--- src/rtl/top_controlled_decoder_ble.sv ---
// top_controlled_decoder_ble
// Packet decoder for the (15,10) shortened cyclic Hamming code with
// g(D) = D^5 + D^4 + D^2 + 1. Received bits arrive MSB-first (D^14 first);
// D^14..D^5 carry information, D^4..D^0 carry parity. Each completed block
// is syndrome-checked, a single-bit error is corrected, and the recovered
// information bits are streamed out MSB-first with padding suppressed.
//
// Ports:
//   clk            rising-edge clock
//   reset          synchronous, active-high reset
//   data_in        received coded bit
//   valid_in       data_in qualifier (one bit per cycle at most)
//   n_bits         payload information bits in the packet (latched on start)
//   enable         run control; dropping it outside IDLE aborts the packet
//   valid_out      data_out carries a decoded information bit
//   data_out       decoded, corrected information bit
//   finished       one-cycle pulse after the last information bit
//   uncorrectable  one-cycle pulse per block with a non-single-bit syndrome
//   corrected_cnt, uncorrectable_cnt  per-packet saturating statistics,
//                  present only when BLE_FEC_ERR_STATS_EN is defined
module top_controlled_decoder_ble #(
  parameter int NB_W = 16
) (
  input  logic            clk,
  input  logic            reset,
  input  logic            data_in,
  input  logic            valid_in,
  input  logic [NB_W-1:0] n_bits,
  input  logic            enable,
  output logic            valid_out,
  output logic            data_out,
  output logic            finished,
  output logic            uncorrectable
`ifdef BLE_FEC_ERR_STATS_EN
  ,
  output logic [7:0]      corrected_cnt,
  output logic [7:0]      uncorrectable_cnt
`endif
);

  typedef enum logic [1:0] {
    ST_IDLE    = 2'd0,
    ST_COLLECT = 2'd1,
    ST_DONE    = 2'd2
  } state_t;

  // D^5 reduced modulo g(D)
  localparam logic [4:0]      G_LOW    = 5'b10101;
  localparam logic [NB_W-1:0] BLK_INFO = NB_W'(4'd10);

  state_t            state_r, state_s;
  logic [14:0]       rx_sh_r;
  logic [3:0]        bit_cnt_r;
  logic              blk_full_r;
  logic [NB_W-1:0]   coll_left_r, emit_left_r;
  logic [8:0]        out_sh_r;
  logic [3:0]        out_rem_r;
  logic              valid_out_r, data_out_r, finished_r, uncorr_r;
  logic [4:0]        syn_s, loc_s;
  logic [9:0]        info_mask_s, info_corr_s;
  logic              unc_s, last_done_s;
  logic [NB_W-1:0]   blk_info_s, coll_info_s;

  // Remainder of the received word divided by g(D), processed MSB first.
  function automatic logic [4:0] syndrome(input logic [14:0] word);
    logic [4:0] rem;
    rem = 5'd0;
    for (int i = 14; i >= 0; i--) begin
      if (rem[4]) rem = {rem[3:0], word[i]} ^ G_LOW;
      else        rem = {rem[3:0], word[i]};
    end
    return rem;
  endfunction

  // Finds i with D^i mod g(D) == syn; bit 4 flags a match, bits 3:0 hold i.
  function automatic logic [4:0] locate(input logic [4:0] syn);
    logic [4:0] pow;
    logic [4:0] res;
    pow = 5'b00001;
    res = 5'd0;
    for (int i = 0; i < 15; i++) begin
      if (!res[4] && (pow == syn)) res = {1'b1, 4'(i)};
      else                         res = res;
      if (pow[4]) pow = {pow[3:0], 1'b0} ^ G_LOW;
      else        pow = {pow[3:0], 1'b0};
    end
    return res;
  endfunction

  // Syndrome decode of the completed block; only info-bit errors need fixing.
  always_comb begin
    syn_s = syndrome(rx_sh_r);
    loc_s = locate(syn_s);
    if (loc_s[4] && (loc_s[3:0] >= 4'd5)) info_mask_s = 10'd1 << (loc_s[3:0] - 4'd5);
    else                                  info_mask_s = 10'd0;
    info_corr_s = rx_sh_r[14:5] ^ info_mask_s;
    unc_s       = (syn_s != 5'd0) && !loc_s[4];
  end

  // Info bits carried by the next block on each side, and end-of-packet detect.
  always_comb begin
    if (emit_left_r < BLK_INFO) blk_info_s = emit_left_r;
    else                        blk_info_s = BLK_INFO;
    if (coll_left_r < BLK_INFO) coll_info_s = coll_left_r;
    else                        coll_info_s = BLK_INFO;
    // last bit of the final block is on data_out this cycle
    last_done_s = (state_r == ST_COLLECT) && valid_out_r && (out_rem_r == 4'd0) &&
                  (emit_left_r == {NB_W{1'b0}}) && !blk_full_r;
  end

  // State register.
  always_ff @(posedge clk) begin
    if (reset) state_r <= ST_IDLE;
    else       state_r <= state_s;
  end

  // Next-state logic.
  always_comb begin
    state_s = state_r;
    case (state_r)
      ST_IDLE: begin
        if (enable && (n_bits == {NB_W{1'b0}})) state_s = ST_DONE;
        else if (enable)                        state_s = ST_COLLECT;
        else                                    state_s = ST_IDLE;
      end
      ST_COLLECT: begin
        if (!enable)          state_s = ST_IDLE;
        else if (last_done_s) state_s = ST_DONE;
        else                  state_s = ST_COLLECT;
      end
      ST_DONE: state_s = ST_IDLE;
      default: state_s = ST_IDLE;
    endcase
  end

  // Input collection, block hand-off and output streaming.
  always_ff @(posedge clk) begin
    if (reset || ((state_r != ST_IDLE) && !enable)) begin
      rx_sh_r     <= 15'd0;
      bit_cnt_r   <= 4'd0;
      blk_full_r  <= 1'b0;
      coll_left_r <= {NB_W{1'b0}};
      emit_left_r <= {NB_W{1'b0}};
      out_sh_r    <= 9'd0;
      out_rem_r   <= 4'd0;
      valid_out_r <= 1'b0;
      data_out_r  <= 1'b0;
      finished_r  <= 1'b0;
      uncorr_r    <= 1'b0;
    end else begin
      blk_full_r <= 1'b0;
      finished_r <= 1'b0;
      uncorr_r   <= 1'b0;
      case (state_r)
        ST_IDLE: begin
          valid_out_r <= 1'b0;
          data_out_r  <= 1'b0;
          if (enable) begin
            coll_left_r <= n_bits;
            emit_left_r <= n_bits;
            rx_sh_r     <= 15'd0;
            bit_cnt_r   <= 4'd0;
            out_sh_r    <= 9'd0;
            out_rem_r   <= 4'd0;
            finished_r  <= (n_bits == {NB_W{1'b0}});
          end
        end
        ST_COLLECT: begin
          // surplus bits after the last block are dropped (coll_left_r == 0)
          if (valid_in && (coll_left_r != {NB_W{1'b0}})) begin
            rx_sh_r <= {rx_sh_r[13:0], data_in};
            if (bit_cnt_r == 4'd14) begin
              bit_cnt_r   <= 4'd0;
              blk_full_r  <= 1'b1;
              coll_left_r <= coll_left_r - coll_info_s;
            end else begin
              bit_cnt_r <= bit_cnt_r + 4'd1;
            end
          end
          // rx_sh_r still holds the full block here even if a new bit shifts in
          if (blk_full_r) begin
            data_out_r  <= info_corr_s[9];
            out_sh_r    <= info_corr_s[8:0];
            out_rem_r   <= blk_info_s[3:0] - 4'd1;
            emit_left_r <= emit_left_r - blk_info_s;
            valid_out_r <= 1'b1;
            uncorr_r    <= unc_s;
          end else if (out_rem_r != 4'd0) begin
            data_out_r  <= out_sh_r[8];
            out_sh_r    <= {out_sh_r[7:0], 1'b0};
            out_rem_r   <= out_rem_r - 4'd1;
            valid_out_r <= 1'b1;
          end else begin
            data_out_r  <= 1'b0;
            valid_out_r <= 1'b0;
          end
          finished_r <= last_done_s;
        end
        ST_DONE: begin
          valid_out_r <= 1'b0;
          data_out_r  <= 1'b0;
        end
        default: begin
          valid_out_r <= 1'b0;
          data_out_r  <= 1'b0;
        end
      endcase
    end
  end

  assign valid_out     = valid_out_r;
  assign data_out      = data_out_r;
  assign finished      = finished_r;
  assign uncorrectable = uncorr_r;

`ifdef BLE_FEC_ERR_STATS_EN
  logic [7:0] corr_cnt_r, unc_cnt_r;

  // Per-packet error statistics, saturating at 255.
  always_ff @(posedge clk) begin
    if (reset || ((state_r == ST_IDLE) && enable)) begin
      corr_cnt_r <= 8'd0;
      unc_cnt_r  <= 8'd0;
    end else if ((state_r == ST_COLLECT) && enable && blk_full_r) begin
      if (loc_s[4] && (corr_cnt_r != 8'hFF)) corr_cnt_r <= corr_cnt_r + 8'd1;
      if (unc_s && (unc_cnt_r != 8'hFF))     unc_cnt_r  <= unc_cnt_r + 8'd1;
    end
  end

  assign corrected_cnt     = corr_cnt_r;
  assign uncorrectable_cnt = unc_cnt_r;
`endif

endmodule

--- config.mk ---
export PLATFORM = sky130hd
export DESIGN_NAME = top_controlled_decoder_ble
export DESIGN_NICKNAME = d
export VERILOG_FILES = /design/src/rtl/top_controlled_decoder_ble.sv
export SDC_FILE = /design/constraint.sdc
export NUM_CORES = 1
export LEC_CHECK = 0
export ABC_AREA = 0
export CORE_MARGIN = 4
export CORE_UTILIZATION = 55
export CTS_CLUSTER_DIAMETER = 60
export DETAILED_ROUTE_END_ITERATION = 10
export GPL_TIMING_DRIVEN = 0
export PLACE_DENSITY_LB_ADDON = 0.08
export SYNTH_ARGS = -nofsm -noshare
export SYNTH_HDL_FRONTEND = slang
export SYNTH_SLANG_ARGS = --single-unit
--- constraint.sdc ---
create_clock -name clk -period 3.47 [get_ports clk]
set_input_delay 0.347 -clock clk [delete_from_list [all_inputs] [get_ports clk]]
set_output_delay 0.347 -clock clk [all_outputs]
set_load 0.005 [all_outputs]
==> key figures <==
Synth
  – Number of synthesized register bits: about 70
  – Async SR Flop Fraction: 0%
  – Post-synth EDFFs: 0
  – Cell Area, Synth: between 0.004 and 0.005 mm2
  – Distinct cells, synth: 62
  – Post-synth top flop: dfxtp_1
  – Seq/Total Area, Yosys: 32.1%
  – Synth Warn #: 0
  – Post-synthesis cell count: 570
  – Avg Inst Size Synth: 7.78 um2

Worst setup path
  – CP top delay family: simple AND/OR/NAND/NOR gates
  – CP max-delay cell: nor4_2
  – Crit path capture type: register
  – Worst Path Arrival: approximately 3.3 ns
  – Critical path's largest stage delay: 0.56 ns
  – Critical path type: register to register
  – Crit start category: register
  – R2R Setup Slk: between 0.3 and 0.4 ns
  – Max FO, Critical Path: 8
  – CP startpoint: emit_left_r[12]
  – WP buf/inv: 0
  – Crit path cell chain: nor4_2 > nand2_1 > nor2_2 > or2_2 > ha_1 > a31oi_1 > o21ai_0 > nor3_1 > a222oi_1 > nor2_1
  – Crit path required time: between 3 and 4 ns
  – Reg-to-reg critical path startpoint: emit_left_r[12]

Routing
  – WL per Instance: approximately 18 um
  – Drt first pass iters: 6
  – Drt initial violations: between 300 and 400
  – DR vias: 4,483
  – Drt via density: between 6 and 7
  – Routed Antenna Nets: 0
  – DR DRC count: 0
  – Final WL: about 12,000 um

Die
  – Io pins: 25
  – Die width: 97.8 um
  – Core area: approximately 0.0078 mm2
  – Die H: 97.8 um
  – Row count: 32
  – Die area: ~0.0096 mm2
  – Starting density of the core: 57.1%

Power
  – Power per Cell Area: about 400 mW/mm2
  – Worst vdd ir: 0.000218 V
  – Leak Pwr: between 1.5 and 2 nW

Placed design
  – HPWL after DPL: between 9000 and 10,000 um
  – Gpl congestion: ~0.9
  – Buffers on Ports: 24
  – Post-DP Area: 0.00480 mm2

Clock network
  – Clock transition at path regs: roughly 0.080 ns
  – Root Buffer Master: clkbuf_8
  – H-tree levels: 3
  – CTS Hold Bufs: 0
  – Clk sink count: 71
  – Clock Path Buffers: 2
  – Clock latency at the later pin of the worst-skew pair: 0.35 ns
  – CTS tree: yes
  – Clock buffer count from CTS: 9

Timing
  – Final Hold Viols: 0
  – Slew @ Worst Pin: approximately 0.76 ns
  – Min Hold Slack: about 0.46 ns
  – Clock skew: 0.00913 ns
  – Minimum clock period: approximately 3 ns
  – Setup violators final: 0
  – Tcrit/Tclk final: just under 90%
  – Final TNS setup: 0 ns
  – RSZ-0062 raised after global routing: no
  – Peak Freq: about 330 MHz
  – Worst rel slew slack: 49.1%
  – Final slew viol count: 0

GRT
  – Number of global-route vias before repair: 4,133
  – First-pass GRT wire length: 20,400 um
  – Tot GR Track Use: 25.9%
  – Initial antenna violation count: 0
  – Largest net degree at the start of global routing: 13
  – GR Overflow Total: 0

Worst hold path
  – Worst hold path type: register to register
  – Min-Delay Startpoint: out_rem_r[3]

Layout
  – Layout cell share with drive strength beyond 1: 6.89%
  – Layout Nets: 632
  – Filler instances: roughly 700
  – Final instance area: 0.00504 mm2
  – Area grow syn2layout: 13.8%
  – Utilization after layout: approximately two thirds
  – Ant diodes: 0

Run
  – Max-cap violations: 0

Outcome
  – Status: finished, final reports clean
-- state kept, by name (all words and copies together), names as in the netlist, 2 cells and up --
register	cells
emit_left_r	16
state_r	2
rx_sh_r	15
coll_left_r	16
bit_cnt_r	4
out_rem_r	4
out_sh_r	9
-- synthesized netlist by cell type (10+ instances only) --
library cell	n	area, um2
dfxtp_1	71	1420
nand2_1	59	221
nor2_1	52	195
o21ai_0	51	255
a21oi_1	39	195
xnor2_1	36	315
nor3_1	29	145
clkbuf_1	28	105
a22oi_1	20	150
nand3_1	20	100
a31oi_1	14	87.6
nor4_1	13	81.3
and2_1	12	75.1
mux2i_1	10	100
-- report_power, final --
group | internal (mW) | switching, mW
Clock | 0.422 | 0.326
Combinational | 0.140 | 0.240
Sequential | 0.843 | 0.0323
Total | 1.41 | 0.598
-- kinds of logic after synthesis --
kind of cell             synth area share (%)
AND/OR/NAND/NOR                          24.7
adder cells (fa/ha/maj)                  1.64
other                                  0.0846
AO/OA/AOI/OAI                            23.0
multiplexers                             2.77
XOR/XNOR                                 12.1
buffers and inverters                    3.64
flip-flops                               32.1
-- path summary, 6_finish.rpt --
check | end | cells after the start
setup / recovery | emit_left_r[14] | 10
hold / removal | out_rem_r[3] | 1
setup reg to reg | emit_left_r[14] | 10
hold reg to reg | out_rem_r[3] | 1
-- worst register-to-register path, delay by kind of cell, from the launching register on --
family                   cells  cell delay, ns
flip-flops                   1            0.37
adder cells (fa/ha/maj)      1            0.30
AND/OR/NAND/NOR              6            1.47
AO/OA/AOI/OAI                3            0.82
-- stage by stage --
stage	instances	setup slack [ns]	power, mW
floorplan	571	0.815	1.14
global placement	697	0.197	1.25
detailed placement	697	0.154	1.26
CTS	712	0.134	2.00
global route	712	0.118	2.10
finish	712	0.394	2.00
-- timing repair --
action                     4_1_cts  5_1_grt
gates resized for setup          0        5
setup buffers                    0        0
setup endpoints to repair        0        9
-- per-layer routing --
| layer | wire, um | track usage [%] | part of all wire (%) | up-vias |
|---|---|---|---|---|
| li1 | - | - | - | 2154 |
| met1 | 5520 | 36.0 | 44 | 2082 |
| met4 | 281 | 7.77 | 2.3 | 0 |
| met5 | 0 | 0 | 0 | - |
| met2 | 5710 | 41.2 | 46 | 213 |
| met3 | 948 | 4.57 | 7.6 | 34 |
-- layout by cell type, fill, tap and decap left out, types with 4 or more instances in the layout --
master and instances:
a211oi_1 7, a21oi_1 39, a22oi_1 20, a31oi_1 14, and2_1 12, and3_1 5
buf_2 6, clkbuf_1 28, clkbuf_8 10, clkdlybuf4s50_1 24, dfxtp_1 71, ha_1 5
inv_1 4, mux2i_1 10, nand2_1 59, nand2b_1 5, nand3_1 20, nand4_1 5
nor2_1 51, nor3_1 29, nor4_1 10, o21ai_0 50, or2_2 5, or3_1 5
xnor2_1 36, xor2_1 6
-- final cells by class --
class / instances / area (um2) / area share [%]
flip-flops and latches: 71 / 1420 / 28.2
clock buffers: 10 / 138 / 2.73
repair buffers: 24 / 240 / 4.76
multi-input cells: 459 / 2870 / 57.0
well taps: 102 / 128 / 2.53
inverters: 4 / 15.0 / 0.298
plain buffers: 37 / 146 / 2.90
clock inverters: 5 / 82.6 / 1.64
(Power assumes the default switching activity.)
